$ cat config.mk
export PLATFORM = sky130hd
export DESIGN_NAME = tag_data_ram_flat
export DESIGN_NICKNAME = d
export VERILOG_FILES = /design/src/rtl/tag_data_ram_if.sv /design/src/rtl/tag_data_ram.sv /design/src/flat_wrapper.sv
export SDC_FILE = /design/constraint.sdc
export NUM_CORES = 1
export LEC_CHECK = 0
export CAP_MARGIN = 20
export CELL_PAD_IN_SITES_DETAIL_PLACEMENT = 0
export CELL_PAD_IN_SITES_GLOBAL_PLACEMENT = 1
export CORE_ASPECT_RATIO = 1.1
export CORE_MARGIN = 8
export CORE_UTILIZATION = 40
export CTS_CLUSTER_DIAMETER = 50
export DETAILED_ROUTE_END_ITERATION = 10
export MAX_ROUTING_LAYER = met4
export PLACE_DENSITY = 0.78
export SKIP_CTS_REPAIR_TIMING = 1
export SLEW_MARGIN = 30
export SYNTH_ARGS = -nofsm -noshare
export SYNTH_HDL_FRONTEND = slang
export SYNTH_SLANG_ARGS = --single-unit
$ cat constraint.sdc
create_clock -name clk -period 3.57 [get_ports clk]
set_clock_uncertainty 0.15 [all_clocks]
set_input_delay 0.8925 -clock clk [delete_from_list [all_inputs] [get_ports clk]]
set_output_delay 0.8925 -clock clk [all_outputs]
set_load 0.1 [all_outputs]
$ cat src/rtl/tag_data_ram_if.sv
// Bus between the cache controller and the tag/data array.
// The controller drives the access and flush requests; the array returns registered results and busy.
interface tag_data_ram_if #(
  parameter int DEPTH  = 16,
  parameter int TAG_W  = 4,
  parameter int DATA_W = 8
);
  logic              we;
  logic [DEPTH-1:0]  wl;
  logic              lookup;
  logic              flush;
  logic [TAG_W-1:0]  tag_in;
  logic [DATA_W-1:0] data_in;
  logic [TAG_W-1:0]  tag_out;
  logic [DATA_W-1:0] data_out;
  logic              valid_out;
  logic              hit;
  logic              busy;
  logic              wl_err;

  modport master (
    output we, wl, lookup, flush, tag_in, data_in,
    input  tag_out, data_out, valid_out, hit, busy, wl_err
  );

  modport slave (
    input  we, wl, lookup, flush, tag_in, data_in,
    output tag_out, data_out, valid_out, hit, busy, wl_err
  );
endinterface

$ cat src/rtl/tag_data_ram.sv
// Tag+data array addressed by a one-hot wordline, with per-row valid bits,
// registered 1-cycle reads, tag-compare hit and a row-by-row flush engine.
module tag_data_ram #(
  parameter int DEPTH  = 16,
  parameter int TAG_W  = 4,
  parameter int DATA_W = 8
) (
  input  logic           clk,
  input  logic           reset_n,
  tag_data_ram_if.slave  bus
);
  localparam int ADDR_W = (DEPTH > 1) ? $clog2(DEPTH) : 1;
  localparam logic [ADDR_W-1:0] LAST_ROW = ADDR_W'(DEPTH - 1);

  typedef enum logic {IDLE, FLUSH} state_t;

  state_t            state_reg;
  logic [ADDR_W-1:0] cnt_reg;
  logic [DEPTH-1:0]  valid_reg;
  logic [TAG_W-1:0]  tag_out_reg;
  logic [DATA_W-1:0] data_out_reg;
  logic              valid_out_reg;
  logic              hit_reg;
  logic              wl_err_reg;

  logic [TAG_W-1:0]  tag_mem  [DEPTH];
  logic [DATA_W-1:0] data_mem [DEPTH];

  logic              wl_any;
  logic              wl_onehot;
  logic [ADDR_W-1:0] row;
  logic              access;
  logic              wr_en;
  logic              rd_match;

  assign wl_any    = |bus.wl;
  assign wl_onehot = wl_any && ((bus.wl & (bus.wl - DEPTH'(1))) == '0);

  // OR-ing indices is exact when wl is one-hot; other patterns never reach the array.
  always_comb begin
    row = '0;
    for (int i = 0; i < DEPTH; i++) begin
      if (bus.wl[i]) begin
        row = row | ADDR_W'(i);
      end
    end
  end

  assign access   = (state_reg == IDLE) && !bus.flush;
  assign wr_en    = access && bus.we && wl_onehot;
  assign rd_match = valid_reg[row] && (tag_mem[row] == bus.tag_in);

  // Storage carries no reset so it can map onto block RAM.
  always_ff @(posedge clk) begin
    if (wr_en) begin
      tag_mem[row]  <= bus.tag_in;
      data_mem[row] <= bus.data_in;
    end
  end

  always_ff @(posedge clk or negedge reset_n) begin
    if (!reset_n) begin
      state_reg     <= IDLE;
      cnt_reg       <= '0;
      valid_reg     <= '0;
      tag_out_reg   <= '0;
      data_out_reg  <= '0;
      valid_out_reg <= 1'b0;
      hit_reg       <= 1'b0;
      wl_err_reg    <= 1'b0;
    end else begin
      valid_out_reg <= 1'b0;
      hit_reg       <= 1'b0;
      wl_err_reg    <= 1'b0;
      case (state_reg)
        IDLE: begin
          if (bus.flush) begin
            state_reg <= FLUSH;
            cnt_reg   <= '0;
          end else if (wl_onehot) begin
            if (bus.we) begin
              valid_reg[row] <= 1'b1;
              tag_out_reg    <= bus.tag_in;
              data_out_reg   <= bus.data_in;
              valid_out_reg  <= 1'b1;
            end else begin
              tag_out_reg    <= tag_mem[row];
              data_out_reg   <= data_mem[row];
              valid_out_reg  <= valid_reg[row];
              hit_reg        <= bus.lookup && rd_match;
            end
          end else if (wl_any) begin
            wl_err_reg <= 1'b1;
          end
        end
        FLUSH: begin
          valid_reg[cnt_reg] <= 1'b0;
          if (cnt_reg == LAST_ROW) begin
            cnt_reg   <= '0;
            state_reg <= IDLE;
          end else begin
            cnt_reg <= cnt_reg + 1'b1;
          end
        end
        default: state_reg <= IDLE;
      endcase
    end
  end

  assign bus.tag_out   = tag_out_reg;
  assign bus.data_out  = data_out_reg;
  assign bus.valid_out = valid_out_reg;
  assign bus.hit       = hit_reg;
  assign bus.wl_err    = wl_err_reg;
  assign bus.busy      = (state_reg == FLUSH);
endmodule
$ cat src/flat_wrapper.sv
// flat-port wrapper written by rule: the top's interface ports become plain ports
module tag_data_ram_flat 
#(
  parameter int DEPTH  = 16,
  parameter int TAG_W  = 4,
  parameter int DATA_W = 8
)
  (clk, reset_n, bus_we, bus_wl, bus_lookup, bus_flush, bus_tag_in, bus_data_in, bus_tag_out, bus_data_out, bus_valid_out, bus_hit, bus_busy, bus_wl_err);
  tag_data_ram_if #(.DEPTH(DEPTH), .TAG_W(TAG_W), .DATA_W(DATA_W)) bus_i ();
  input  logic clk;
  input  logic reset_n;
  input wire logic [$bits(bus_i.we)-1:0] bus_we;
  input wire logic [$bits(bus_i.wl)-1:0] bus_wl;
  input wire logic [$bits(bus_i.lookup)-1:0] bus_lookup;
  input wire logic [$bits(bus_i.flush)-1:0] bus_flush;
  input wire logic [$bits(bus_i.tag_in)-1:0] bus_tag_in;
  input wire logic [$bits(bus_i.data_in)-1:0] bus_data_in;
  output wire logic [$bits(bus_i.tag_out)-1:0] bus_tag_out;
  output wire logic [$bits(bus_i.data_out)-1:0] bus_data_out;
  output wire logic [$bits(bus_i.valid_out)-1:0] bus_valid_out;
  output wire logic [$bits(bus_i.hit)-1:0] bus_hit;
  output wire logic [$bits(bus_i.busy)-1:0] bus_busy;
  output wire logic [$bits(bus_i.wl_err)-1:0] bus_wl_err;
  assign bus_i.we = bus_we;
  assign bus_i.wl = bus_wl;
  assign bus_i.lookup = bus_lookup;
  assign bus_i.flush = bus_flush;
  assign bus_i.tag_in = bus_tag_in;
  assign bus_i.data_in = bus_data_in;
  assign bus_tag_out = bus_i.tag_out;
  assign bus_data_out = bus_i.data_out;
  assign bus_valid_out = bus_i.valid_out;
  assign bus_hit = bus_i.hit;
  assign bus_busy = bus_i.busy;
  assign bus_wl_err = bus_i.wl_err;
  tag_data_ram #(.DEPTH(DEPTH), .TAG_W(TAG_W), .DATA_W(DATA_W)) u_core (.clk(clk), .reset_n(reset_n), .bus(bus_i));
endmodule
# After elaboration in Yosys (flattened, before gate mapping)
# Memories as Yosys holds them, arrays and structs flattened. A register that Yosys moved wholly into a read port is not among the register bits.
# Index checks and enable logic that the tools add are counted.
# classes
n_lt_le_gt_ge	4
mux	46
reduce_logical	14
bitwise_logic	6
eq_ne	6
add_sub_neg	2
# ops
operator	n
2-to-1 mux 16 bit	3
2-to-1 mux 4 bit	11
AND 16 bit	2
case mux 16 bit (2 select lines)	1
2-to-1 mux 1 bit	20
zero test 16 bit	1
inverter 16 bit	1
OR 16 bit	1
OR reduction 16 bit	1
subtractor 16 x 1 -> 16 bit (second input constant)	1
2-to-1 mux 3 bit	4
< comparator 4 x 5 -> 1 bit (second input constant)	2
demux 1 bit (select 4 bit)	2
>= comparator 4 x 1 -> 1 bit (second input constant)	2
logical AND 1 bit	8
case mux 4 bit (2 select lines)	1
inequality test 2 bit (second input constant)	3
AND reduction 3 bit	2
adder 4 x 1 -> 4 bit (second input constant)	1
binary-select mux 1 bit (select 4 bit)	1
equality test 4 bit	1
equality test 4 bit (second input constant)	1
2-to-1 mux 2 bit	2
zero test 1 bit	2
3 further kinds	4
# totals
mem_count	2
elab_cells	87
inputBits	33
out_inout_bits	16
register_bits	28
ram_bits	192
# memory_table
memory	depth	word_bits	rd	rd_clocked_by_memory_dff	wr	line	source
u_core.data_mem	16	8	1	1	1	tag_data_ram.sv:27	logic [DATA_W-1:0] data_mem [DEPTH];
u_core.tag_mem	16	4	1	0	1	tag_data_ram.sv:26	logic [TAG_W-1:0] tag_mem [DEPTH];

# Logic depth before layout (Yosys ltp)
# depth
ltp_word	24
mapped_depth	11
depth_no_buf	8

# Worst setup path after synthesis
# Ideal clock, no wire load.
# synth_timing
path_type	in2reg
from	input bus_wl[6]
to	memory u_core.data_mem[12][0], enable pin
cell_stages	9
path_buffers	1
required_ns	3.024
path_slack_ns	-0.949
setup_ns	0.396
t_arrival_ns	3.973
path_cell_list	or4_1 -> buf_2 -> or4_1 -> maj3_2 -> nor4_2 -> o21ai_1 -> nand3b_4 -> nand2b_1 -> nor3_1
# synth_via
elab_chain_cells	10
word_cells_on_any_way	18
cone_classes	1 x add/sub; 12 x mux; 1 x bitwise; 4 x reduce/logical
# synth_rtl
element	line	source
from (decl)	flat_wrapper.sv:13	input wire logic [$bits(bus_i.wl)-1:0] bus_wl;
branches (longest 10 deep; another with subtractor 16 x 1 -> 16 bit)	--	
to (decl)	tag_data_ram.sv:27	
# Parallel ways; which one is timed is not known.

# Worst setup path after layout
# layout_timing
from	input bus_wl[0]
to	memory u_core.tag_mem[1][2], enable pin
# layout_via
elab_chain_cells	7
word_cells_on_any_way	8
cone_classes	1 x add/sub; 2 x mux; 1 x bitwise; 4 x reduce/logical
# layout_rtl
element	line	source
subtractor 16 x 1 -> 16 bit	tag_data_ram.sv:37	assign wl_onehot = wl_any && ((bus.wl & (bus.wl - DEPTH'(1))) == '0);
AND 16 bit	tag_data_ram.sv:37	
zero test 16 bit	tag_data_ram.sv:37	
logical AND 1 bit (*)	tag_data_ram.sv:37	
logical AND 1 bit (*)	tag_data_ram.sv:50	assign wr_en = access && bus.we && wl_onehot;
2-to-1 mux 1 bit (*)	tag_data_ram.sv:55	if (wr_en) begin
2-to-1 mux 1 bit (not written as such) (*)	tag_data_ram.sv:56	tag_mem[row] <= bus.tag_in;
to (decl)	tag_data_ram.sv:26	
# Mark *: on every way between the ends. The rest lies on a longest branch, timed or not.

==> results.py <==
metrics = {
    "cells_and_area": {
        "antenna-diode-count": 0,
        "synthToLayoutAreaGrowth_pct": 29.8,
        "post_route_cells_drive_above_1_share_pct": 22.4,
        "layout.cell_area.non_filler_mm2": 0.0125,
        "most_common_cell_after_layout_fill_and_taps_aside": "sky130_fd_sc_hd__nand2_1",
        "mostFrequentLayoutCells": "sky130_fd_sc_hd__nand2_1 (202), sky130_fd_sc_hd__edfxtp_1 (192), sky130_fd_sc_hd__buf_4 (119)",
        "fin_nets": 1000,
        "largest_reg_flops": 128,
        "fin_cells": 1286,
        "num-fill-cells": 1996,
    },
    "route": {
        "vias_per_cell": 5.44,
        "routed-via-count": 6997,
        "first_pass_iters": 5,
        "antenna_left": 0,
        "detail_route.drc_violations": 0,
        "postRouteWirelength_mm": 26.6,
        "first_iter_violations": 595,
        "route.detailed.wl_per_inst_um": 20.7,
    },
    "critical_path": {
        "crit_arrival_ns": 3.75,
        "cp_max_fo": 6,
        "worstSetupEndpointType": "flop",
        "regToRegStartpoint": "u_core.bus.busy",
        "data_required_time_at_the_worst_endpoint_ns": 3.67,
        "timing.reg2reg.setup_slack_ns": 1.13,
        "critPathKind": "input port to flop",
        "worstRegToRegCells": 5,
        "timing.critical_path.from": "bus_wl[0]",
        "crit-reg2reg-capture": "u_core.tag_mem[1][2]",
        "crit_path_end": "u_core.tag_mem[1][2]",
        "setup.worst_path.start_class": "input port",
    },
    "sta": {
        "setup_slack_of_the_critical_path_after_layout_ns": -0.0882,
        "worst_slew_pin_slew_ns": 0.771,
        "worst_slew_margin_rel_pct": 48.5,
        "final.period_utilization_pct": 102,
        "unrepaired_setup_endpoints_after_global_routing": "true",
        "layout_min_cycle_time_ns": 3.66,
        "timing.final.hold_violations": 0,
        "maxClockFrequency_mhz": 273,
        "max_slew_vio_count": 0,
        "setup_viol": 31,
    },
    "global_routing": {
        "global_route_wire_length_before_repair_mm": 41.2,
        "grt-ovfl-total": 0,
        "grt_use_met2_pct": 30.9,
        "gr-usage-met1_pct": 24.1,
        "met3_usage_pct": 3.12,
        "global_route_hottest_layer": "met2",
        "grt.total_usage_pct": 19.0,
        "grt_antenna_before_repair": 0,
        "grt_start_max_net_pins": 47,
        "grt_pass1_vias": 7091,
    },
    "clocking": {
        "numClockSinks": 228,
        "worstSkewPairLatency_ns": 0.53,
        "cts.reportedPaths.clkPinSlew_ns": 0.06,
        "numCtsBuffers": 26,
        "ctsLongestPathBuffers": 3,
        "ctsRootBufferMaster": "sky130_fd_sc_hd__clkbuf_16",
        "clock_tree_from_tritoncts": "built",
        "cts-htree-levels": 1,
    },
    "yosys": {
        "yosysWarningCount": 0,
        "syn_inst": 805,
        "sequential_element_share_of_the_synthesized_area_pct": 69.1,
        "synth_xor_area_share_pct": 0.363,
        "synth-compound-area-share_pct": 8.23,
        "synth.ff_latch_count": 228,
        "largest_family_of_logic_cells_by_synthesized_area": "simple AND/OR/NAND/NOR gates",
        "synth_cell_types": 50,
        "async_reset_ff_share_pct": 15.8,
        "post_synth_and_or_nand_nor_area_fraction_pct": 17.4,
        "synth_mux_area_share_pct": 2.28,
        "syn-mean-instance-area_um2": 12.0,
        "syn_nets": 842,
        "synth_fa_ha_area_share_pct": 0.739,
        "synth.cell_area_mm2": 0.00965,
        "synth_edf_count": 192,
        "synth_top_flop_cell": "sky130_fd_sc_hd__edfxtp_1",
    },
    "floorplan": {
        "die_height_um": 179,
        "initial_utilization_pct": 40.7,
        "floorplan.rows": 59,
        "core_region_area_mm2": 0.0237,
        "chipWidth_um": 164,
        "die-area_mm2": 0.0294,
        "num_io_pins": 49,
    },
    "power": {
        "p_leak_uw": 0.00483,
        "power.density_mw_per_mm2": 476,
        "share_seq_of_total_power_pct": 51.1,
        "power_report.internal_total_uw": 4550,
        "share_clk_of_total_power_pct": 41.0,
        "vdd_drop_max_uv": 349,
        "p_switching_uw": 1410,
        "switching_share_pct": 23.7,
        "combPwrFrac_pct": 7.9,
    },
    "place": {
        "hpwlAfterDp_mm": 18.7,
        "finalWeightedCongestion": 0.885,
        "dp_cells": 1238,
        "post_dp_cell_area_mm2": 0.0117,
        "placement.io_buffers": 48,
    },
    "outcome": {
        "run_status": "finished, violations left",
        "failed_checks": "negative setup slack",
    },
    "hold_path": {
        "worstHoldPathType": "input port to async pin",
    },
    "job": {
        "drv_cap": 0,
    },
}
stage by stage:
stage	util (%)	setup slack, ns	total power (µW)	hold WS [ns]	setup TNS [ns]
2_1_floorplan	-	-0.358	3330	0.323	-61.91
3_3_place_gp	49.2	-0.741	3560	0.316	-148.35
3_5_place_dp	49.2	-0.767	3560	0.321	-152.92
4_1_cts	52.6	-0.220	5990	0.333	-34.29
5_1_grt	52.9	-0.199	6160	0.235	-9.46
6_report	52.9	-0.0882	5960	0.187	-1.29
worst min-delay path by stage:
stage	from	end	slack, ns	cells past startpoint
2_1_floorplan	u_core.valid_reg[14]	u_core.valid_reg[14]	0.32	2
6_report	reset_n	u_core.bus.wl_err	0.19	1
4_1_cts	u_core.bus.data_out[5]	u_core.bus.data_out[5]	0.33	2
5_1_grt	reset_n	u_core.bus.wl_err	0.23	1
3_3_place_gp	u_core.bus.data_out[1]	u_core.bus.data_out[1]	0.32	2
3_5_place_dp	u_core.bus.data_out[5]	u_core.bus.data_out[5]	0.32	2
power by group through the flow:
| stage | Sequential, µW | Clock, µW | Combinational [µW] |
|---|---|---|---|
| 2_1_floorplan | 3090 | 0 | 235 |
| 5_1_grt | 3060 | 2580 | 522 |
| 3_3_place_gp | 3100 | 0 | 461 |
| 4_1_cts | 3040 | 2470 | 472 |
| 6_report | 3050 | 2440 | 473 |
| 3_5_place_dp | 3100 | 0 | 469 |
Yosys cell counts (all sizes together), types with 11 or more instances:
library cell,count,share of area (%)
a21oi,45,2.3
nand2,204,7.9
o21ai,36,1.9
edfxtp,192,60
dfrtp,36,9.3
clkbuf,36,1.4
nor4,18,1.2
and3,16,1.0
mux2i,22,2.3
nor2,39,1.5
nor3,11,0.62
o31ai,12,0.93
nand3,47,2.4
critical path, cell delays in order:
cell and delay [ns]:
sky130_fd_sc_hd__buf_6 0.09, sky130_fd_sc_hd__or4_4 0.52, sky130_fd_sc_hd__or4_4 0.52, sky130_fd_sc_hd__maj3_2 0.32
sky130_fd_sc_hd__nor4_2 0.19, sky130_fd_sc_hd__o21ai_1 0.11, sky130_fd_sc_hd__nand3b_4 0.22, sky130_fd_sc_hd__or3_4 0.50
sky130_fd_sc_hd__nor2_4 0.19, sky130_fd_sc_hd__clkbuf_16 0.17
final cells by class:
cell class / instances / area [µm²] / area share [%]
sequential: 228 / 6670 / 53.2
multi-input combinational: 530 / 2980 / 23.8
timing repair buffer: 175 / 1700 / 13.6
clock buffer: 33 / 707 / 5.64
tap: 305 / 382 / 3.05
clock inverter: 13 / 87.6 / 0.699
inverter: 2 / 7.51 / 0.0599
kinds of logic after synthesis:
family          after synthesis
xor+xnor                      4
buf+inv                      47
simple gates                368
mux                          22
compound gates              130
flops                       228
fa+ha+maj                     6
per-layer routing:
layer  vias to the layer above  wire, µm
li1                       3277         -
met1                      3449     10900
met2                       229     13100
met3                        42      2000
met4                         0       620
met5                         -         0
Note: power is estimated with default switching activity, not from simulation.
